`config.mk`:
```
export PLATFORM = sky130hd
export DESIGN_NAME = if_fetch_stage
export DESIGN_NICKNAME = d
export VERILOG_FILES = /design/src/rtl/if_fetch_stage_pkg.sv /design/src/rtl/if_fetch_stage.sv
export SDC_FILE = /design/constraint.sdc
export NUM_CORES = 1
export LEC_CHECK = 0
export ABC_CLOCK_PERIOD_IN_PS = 3500
export CORE_UTILIZATION = 50
export CTS_BUF_LIST = sky130_fd_sc_hd__clkbuf_16
export CTS_CLUSTER_DIAMETER = 50
export DETAILED_ROUTE_END_ITERATION = 8
export PLACE_DENSITY = 0.86
export SKIP_CTS_REPAIR_TIMING = 1
export SLEW_MARGIN = 25
export SYNTH_ARGS = -nofsm -noshare
export SYNTH_HDL_FRONTEND = slang
export SYNTH_SLANG_ARGS = --single-unit
export TNS_END_PERCENT = 5
```
`constraint.sdc`:
```
create_clock -name clk -period 3.5 [get_ports clk]
set_input_delay 0.7 -clock clk [delete_from_list [all_inputs] [get_ports clk]]
set_output_delay 0.7 -clock clk [all_outputs]
set_load 0.03 [all_outputs]
```
`src/rtl/if_fetch_stage_pkg.sv`:
```
// Shared fetch-stage definitions.
//   - Fetch FSM state encoding (REQ / HOLD / DRAIN).
//   - Instruction width, PC increment and the NOP encoding.
package if_fetch_stage_pkg;

  localparam int unsigned INST_W = 32;

  localparam logic [1:0] ST_REQ   = 2'd0;  // buffer empty, request outstanding
  localparam logic [1:0] ST_HOLD  = 2'd1;  // buffer full, waiting for ID
  localparam logic [1:0] ST_DRAIN = 2'd2;  // stale request outstanding

  localparam logic [INST_W-1:0] PC_INC = 32'd4;
  localparam logic [INST_W-1:0] NOP    = 32'h0000_0000;

  // Word-align an address by clearing its two low bits.
  function automatic logic [INST_W-1:0] align_word(input logic [INST_W-1:0] a);
    return {a[INST_W-1:2], 2'b00};
  endfunction

endpackage

```
`src/rtl/if_fetch_stage.sv`:
```
// Instruction-fetch stage feeding the IF/ID pipeline register.
//   Owns the PC, runs a req/ack handshake with a variable-latency
//   instruction memory and buffers one instruction plus its PC+4 until ID
//   consumes it. A redirect reloads the PC and discards any in-flight fetch.
// Ports:
//   clk, rst          clock, synchronous active-high reset
//   stall             IF/ID hold from the hazard unit
//   redirect          one-cycle branch/jump taken pulse
//   redirect_pc       redirect target (low two bits ignored)
//   imem_req          fetch request to instruction memory
//   imem_addr         fetch address
//   imem_ack          memory response valid (may be same cycle as request)
//   imem_rdata        instruction data, valid with imem_ack
//   inst_out          buffered instruction
//   pc4_out           buffered instruction address + 4
//   out_valid         buffer holds an instruction
module if_fetch_stage
  import if_fetch_stage_pkg::*;
#(
  parameter logic [31:0] RESET_PC = 32'h0000_0000
) (
  input  logic        clk,
  input  logic        rst,
  input  logic        stall,
  input  logic        redirect,
  input  logic [31:0] redirect_pc,
  output logic        imem_req,
  output logic [31:0] imem_addr,
  input  logic        imem_ack,
  input  logic [31:0] imem_rdata,
  output logic [31:0] inst_out,
  output logic [31:0] pc4_out,
  output logic        out_valid
);

  logic [31:0] r_pc;
  logic [31:0] r_fetch_addr;
  logic [1:0]  r_state;
  logic [31:0] r_inst;
  logic [31:0] r_pc4;
  logic        r_valid;

  logic        w_req;
  logic [31:0] w_addr;
  logic [31:0] w_pc_next;

  // Request/address decode. In HOLD the request follows stall
  // combinationally so a zero-latency memory can refill every cycle.
  always_comb begin
    w_req  = 1'b0;
    w_addr = r_pc;
    case (r_state)
      ST_REQ:   w_req = 1'b1;
      ST_HOLD:  w_req = ~stall;
      ST_DRAIN: begin
        w_req  = 1'b1;
        w_addr = r_fetch_addr;
      end
      default:  w_req = 1'b0;
    endcase
    if (rst) w_req = 1'b0;
  end

  assign w_pc_next = r_pc + PC_INC;

  always_ff @(posedge clk) begin
    if (rst) begin
      r_pc         <= RESET_PC;
      r_fetch_addr <= RESET_PC;
      r_state      <= ST_REQ;
      r_valid      <= 1'b0;
      r_inst       <= NOP;
      r_pc4        <= '0;
    end else if (redirect) begin
      // Redirect wins: drop the buffer (even under stall) and decide what
      // to do with the in-flight request, if any.
      r_pc    <= align_word(redirect_pc);
      r_valid <= 1'b0;
      if (r_state == ST_DRAIN) begin
        // Stale request still outstanding; once it acks there is nothing
        // left to drain.
        if (imem_ack) r_state <= ST_REQ;
      end else if (w_req && imem_ack) begin
        r_state <= ST_REQ;
      end else if (w_req) begin
        r_fetch_addr <= w_addr;
        r_state      <= ST_DRAIN;
      end else begin
        r_state <= ST_REQ;
      end
    end else begin
      case (r_state)
        ST_REQ: begin
          if (imem_ack) begin
            r_inst  <= imem_rdata;
            r_pc4   <= w_pc_next;
            r_valid <= 1'b1;
            r_pc    <= w_pc_next;
            r_state <= ST_HOLD;
          end
        end
        ST_HOLD: begin
          if (!stall) begin
            if (imem_ack) begin
              // Consume and refill on the same edge.
              r_inst <= imem_rdata;
              r_pc4  <= w_pc_next;
              r_pc   <= w_pc_next;
            end else begin
              // Request already issued at r_pc; REQ keeps it alive.
              r_valid      <= 1'b0;
              r_fetch_addr <= r_pc;
              r_state      <= ST_REQ;
            end
          end
        end
        ST_DRAIN: begin
          if (imem_ack) r_state <= ST_REQ;
        end
        default: begin
          r_state <= ST_REQ;
          r_valid <= 1'b0;
        end
      endcase
    end
  end

  assign imem_req  = w_req;
  assign imem_addr = w_addr;
  assign inst_out  = r_inst;
  assign pc4_out   = r_pc4;
  assign out_valid = r_valid;

endmodule

```
==> impl_metrics.csv <==
group,metric,value,unit
floorplanning,io-pin-count,167,
sta,setup_total_negative_slack,0,ns
synthesis,synthDominantAreaCellType,"dfxtp_1",
detailed_routing,wl,17.7,mm
cts,clock_path_buffers,2,
worst_setup_path,crit_path_top_delay_cell,"clkdlybuf4s50_1",
synthesis,synth_edf_count,0,
sta,min_period_over_period,88.8,%
worst_setup_path,cp_max_fo,32,
synthesis,synth.top_cells.by_area,"dfxtp_1 (42%), nand2_1 (9.1%), mux2_2 (5.5%)",
detailed_routing,route.detailed.vias_per_inst,5.86,
cts,cts_sinks,127,
synthesis,flop_and_latch_count_out_of_synthesis,127,
cts,clk_latency,0.43,ns
synthesis,synth_async_sr_flop_share,0,%
synthesis,synth_flop_cell,"dfxtp_1",
global_routing,grt_antenna_before_repair,0,
detailed_routing,drc,2,
finish,num_antenna_cells,0,
sta,post-route-worst-setup-slack,0.392,ns
sta,clock-skew-final,0.0107,ns
worst_setup_path,list_of_cells_traversed_by_the_critical_path,"nand2b_1 > buf_4 > mux2_2 > clkdlybuf4s50_1",
detailed_routing,drtPass1Iterations,7,
worst_setup_path,cp_data_arrival_time,2.41,ns
detailed_routing,route.vias.total,6069,
finish,finish.net_count,946,
detailed_routing,detailedRoute.firstIterationViolations,609,
floorplanning,die_y,113,um
job,max-cap-violations,0,
worst_setup_path,worstPathRequired,2.80,ns
sta,worst_slew_pin_slew,0.959,ns
worst_setup_path,critical_path.startpoint_type,"register",
cts,clk_pin_slew_worst_paths,0.05,ns
finish,layout-area-overhead-vs-synth,34.8,%
synthesis,number_of_warning_messages_in_the_yosys_log,0,
global_routing,grt_util_all_layers,28.8,%
place,gpl.final_weighted_congestion,0.867,
sta,rsz0062_at_grt,"no",
cts,htree_num_levels,4,
global_routing,grt_first_pass_wirelength,28.4,mm
synthesis,synth.cell_area,6110,um^2
sta,highest_achievable_clock_rate,0.322,GHz
detailed_routing,routedWlPerCell,17.1,um
detailed_routing,ant_nets,0,
global_routing,grt_pass1_vias,5645,
worst_setup_path,timing.critical_path.to_type,"output pin",
cts,cts_inserted_buffers,17,
synthesis,synth_top_cell_area_share,41.6,%
hold_path,min_from,"r_fetch_addr[1]$_SDFFE_PP0P_",
sta,slew_viol_final,0,
floorplanning,floorplan.initialDensity,51.1,%
global_routing,globalRouteOverflowTotal,0,
sta,period_minus_slack,3.11,ns
place,numPortBuffers,162,
synthesis,average_size_of_a_mapped_cell,8.12,um^2
synthesis,synth.yosys.seq_area_share,41.6,%
floorplanning,placeableCoreArea,12000,um^2
power_and_ir_drop,total_leakage_power,2.82,nW
cts,cts-root-buf,"clkbuf_16",
run_status,violations_in_the_final_reports,"DRC",
hold_path,min_path_type,"register to register",
global_routing,grt_max_degree,68,
worst_setup_path,criticalPathCategory,"register to output pin",
floorplanning,die-width,113,um
synthesis,synth_cell_type_count,60,
worst_setup_path,critical-path-max-stage-delay,0.60,ns
cts,tritoncts,"yes",
power_and_ir_drop,ir_worst_vdd,385,uV
sta,slew_headroom,36.1,%
synthesis,postSynthCellCount,753,
worst_setup_path,crit_path_start,"r_state[0]$_SDFFE_PP0P_",
place,post-dp-hpwl,11.8,mm
finish,drive_gt1_share,9.91,%
place,dp_worst_setup_slack,0.601,ns
worst_setup_path,critical_path.reg2reg.startpoint,"r_pc[2]$_SDFFE_PP0P_",
run_status,status,"finished with violations",
floorplanning,fp.dieArea,12700,um^2
sta,timing_hold_violations_final,0,
floorplanning,core.rowCount,40,
power_and_ir_drop,power_per_cell_area,471,nW/um^2
sta,final-setup-viol-count,0,
layout make-up:
| cell class | instances | area (um^2) |
|---|---|---|
| clock buffers | 17 | 425 |
| clock inverters | 14 | 109 |
| fillers | 912 | 3720 |
| inverters | 14 | 52.6 |
| multi-input cells | 534 | 3150 |
| flip-flops and latches | 127 | 2540 |
| well taps | 147 | 184 |
| repair buffers | 182 | 1780 |
metal layers:
metal,global-route usage [%],up-vias,share of wire [%]
li1,-,2912,-
met1,37.2,2784,43
met2,43.2,322,45
met3,8.53,51,9.2
met4,15.2,0,3.1
met5,0,-,0
sequential cells by signal, indices dropped and copies added (netlist names):
register / cells
pc4_out: 30
inst_out: 32
out_valid: 1
r_state: 2
r_pc: 30
r_fetch_addr: 32
placed cells by master (no fill, tap or decap), types with 6 or more instances in the layout:
cell	netlist	routed
nor3_1	11	11
or4_1	7	7
mux2_2	30	30
o21ai_0	17	17
nand3_1	11	11
a311oi_1	11	11
o31ai_1	8	8
dfxtp_1	127	127
or3_1	10	10
a21oi_1	64	64
xnor2_1	17	17
nand4_1	13	13
nand2_1	148	148
clkinv_1	0	7
nor2_1	60	59
o211ai_1	6	6
a31oi_1	13	13
clkdlybuf4s50_1	0	161
inv_1	14	16
clkbuf_16	0	17
nor4_1	18	18
a211oi_1	24	24
buf_4	8	20
report_power, final:
part / internal, W / switching [W] / total [W] / leakage [nW]
clock network: 0.00101 / 0.000605 / 0.00162 / 0.271
logic: 0.000292 / 0.000371 / 0.000662 / 1.51
registers: 0.00152 / 0.0000800 / 0.00160 / 1.04
total: 0.00283 / 0.00106 / 0.00388 / 2.82
path summary, 6_finish.rpt:
path | to | slack, ns | depth (start not counted)
max | imem_addr[31] | 0.39 | 4
min | r_fetch_addr[1]$_SDFFE_PP0P_ | 0.45 | 2
max reg2reg | pc4_out[22]$_SDFFE_PP0P_ | 0.91 | 6
min reg2reg | r_fetch_addr[1]$_SDFFE_PP0P_ | 0.45 | 2
worst max-delay path, delay by kind of cell (launching register included):
kind	cells	cell delay, ns
buffers and inverters	2	0.97
DFF	1	0.45
muxes	1	0.42
and+or+nand+nor	1	0.14
cell usage after synthesis (7+ instances only):
cell type  number
a211oi_1       24
a21oi_1        64
a311oi_1       11
a31oi_1        13
buf_4           8
clkbuf_1       57
dfxtp_1       127
inv_1          14
mux2_2         30
nand2_1       148
nand3_1        11
nand4_1        13
nor2_1         60
nor3_1         11
nor4_1         18
o21ai_0        17
o31ai_1         8
or3_1          10
or4_1           7
xnor2_1        17
kinds of logic after synthesis:
logic type / after synthesis / share of synthesized area (%)
buffers and inverters: 93 / 7.22
adder cells (fa/ha/maj): 1 / 0.205
AND/OR/NAND/NOR: 307 / 23.7
XOR/XNOR: 21 / 3.01
other: 1 / 0.0613
AO/OA/AOI/OAI: 173 / 18.6
flip-flops: 127 / 41.6
multiplexers: 30 / 5.53
metrics by stage:
step	cells	cell area [um^2]	util [%]	hold WS (ns)	power, W
4_1_cts	1035	8240	68.9	0.452	0.00390
3_3_place_gp	1004	7710	64.4	0.431	0.00227
3_5_place_dp	1004	7710	64.4	0.445	0.00228
5_1_grt	1035	8240	68.9	0.464	0.00403
6_report	1035	8240	68.9	0.451	0.00388
2_1_floorplan	754	6120	-	0.425	0.00201
Power figures use the tool's default switching activity.
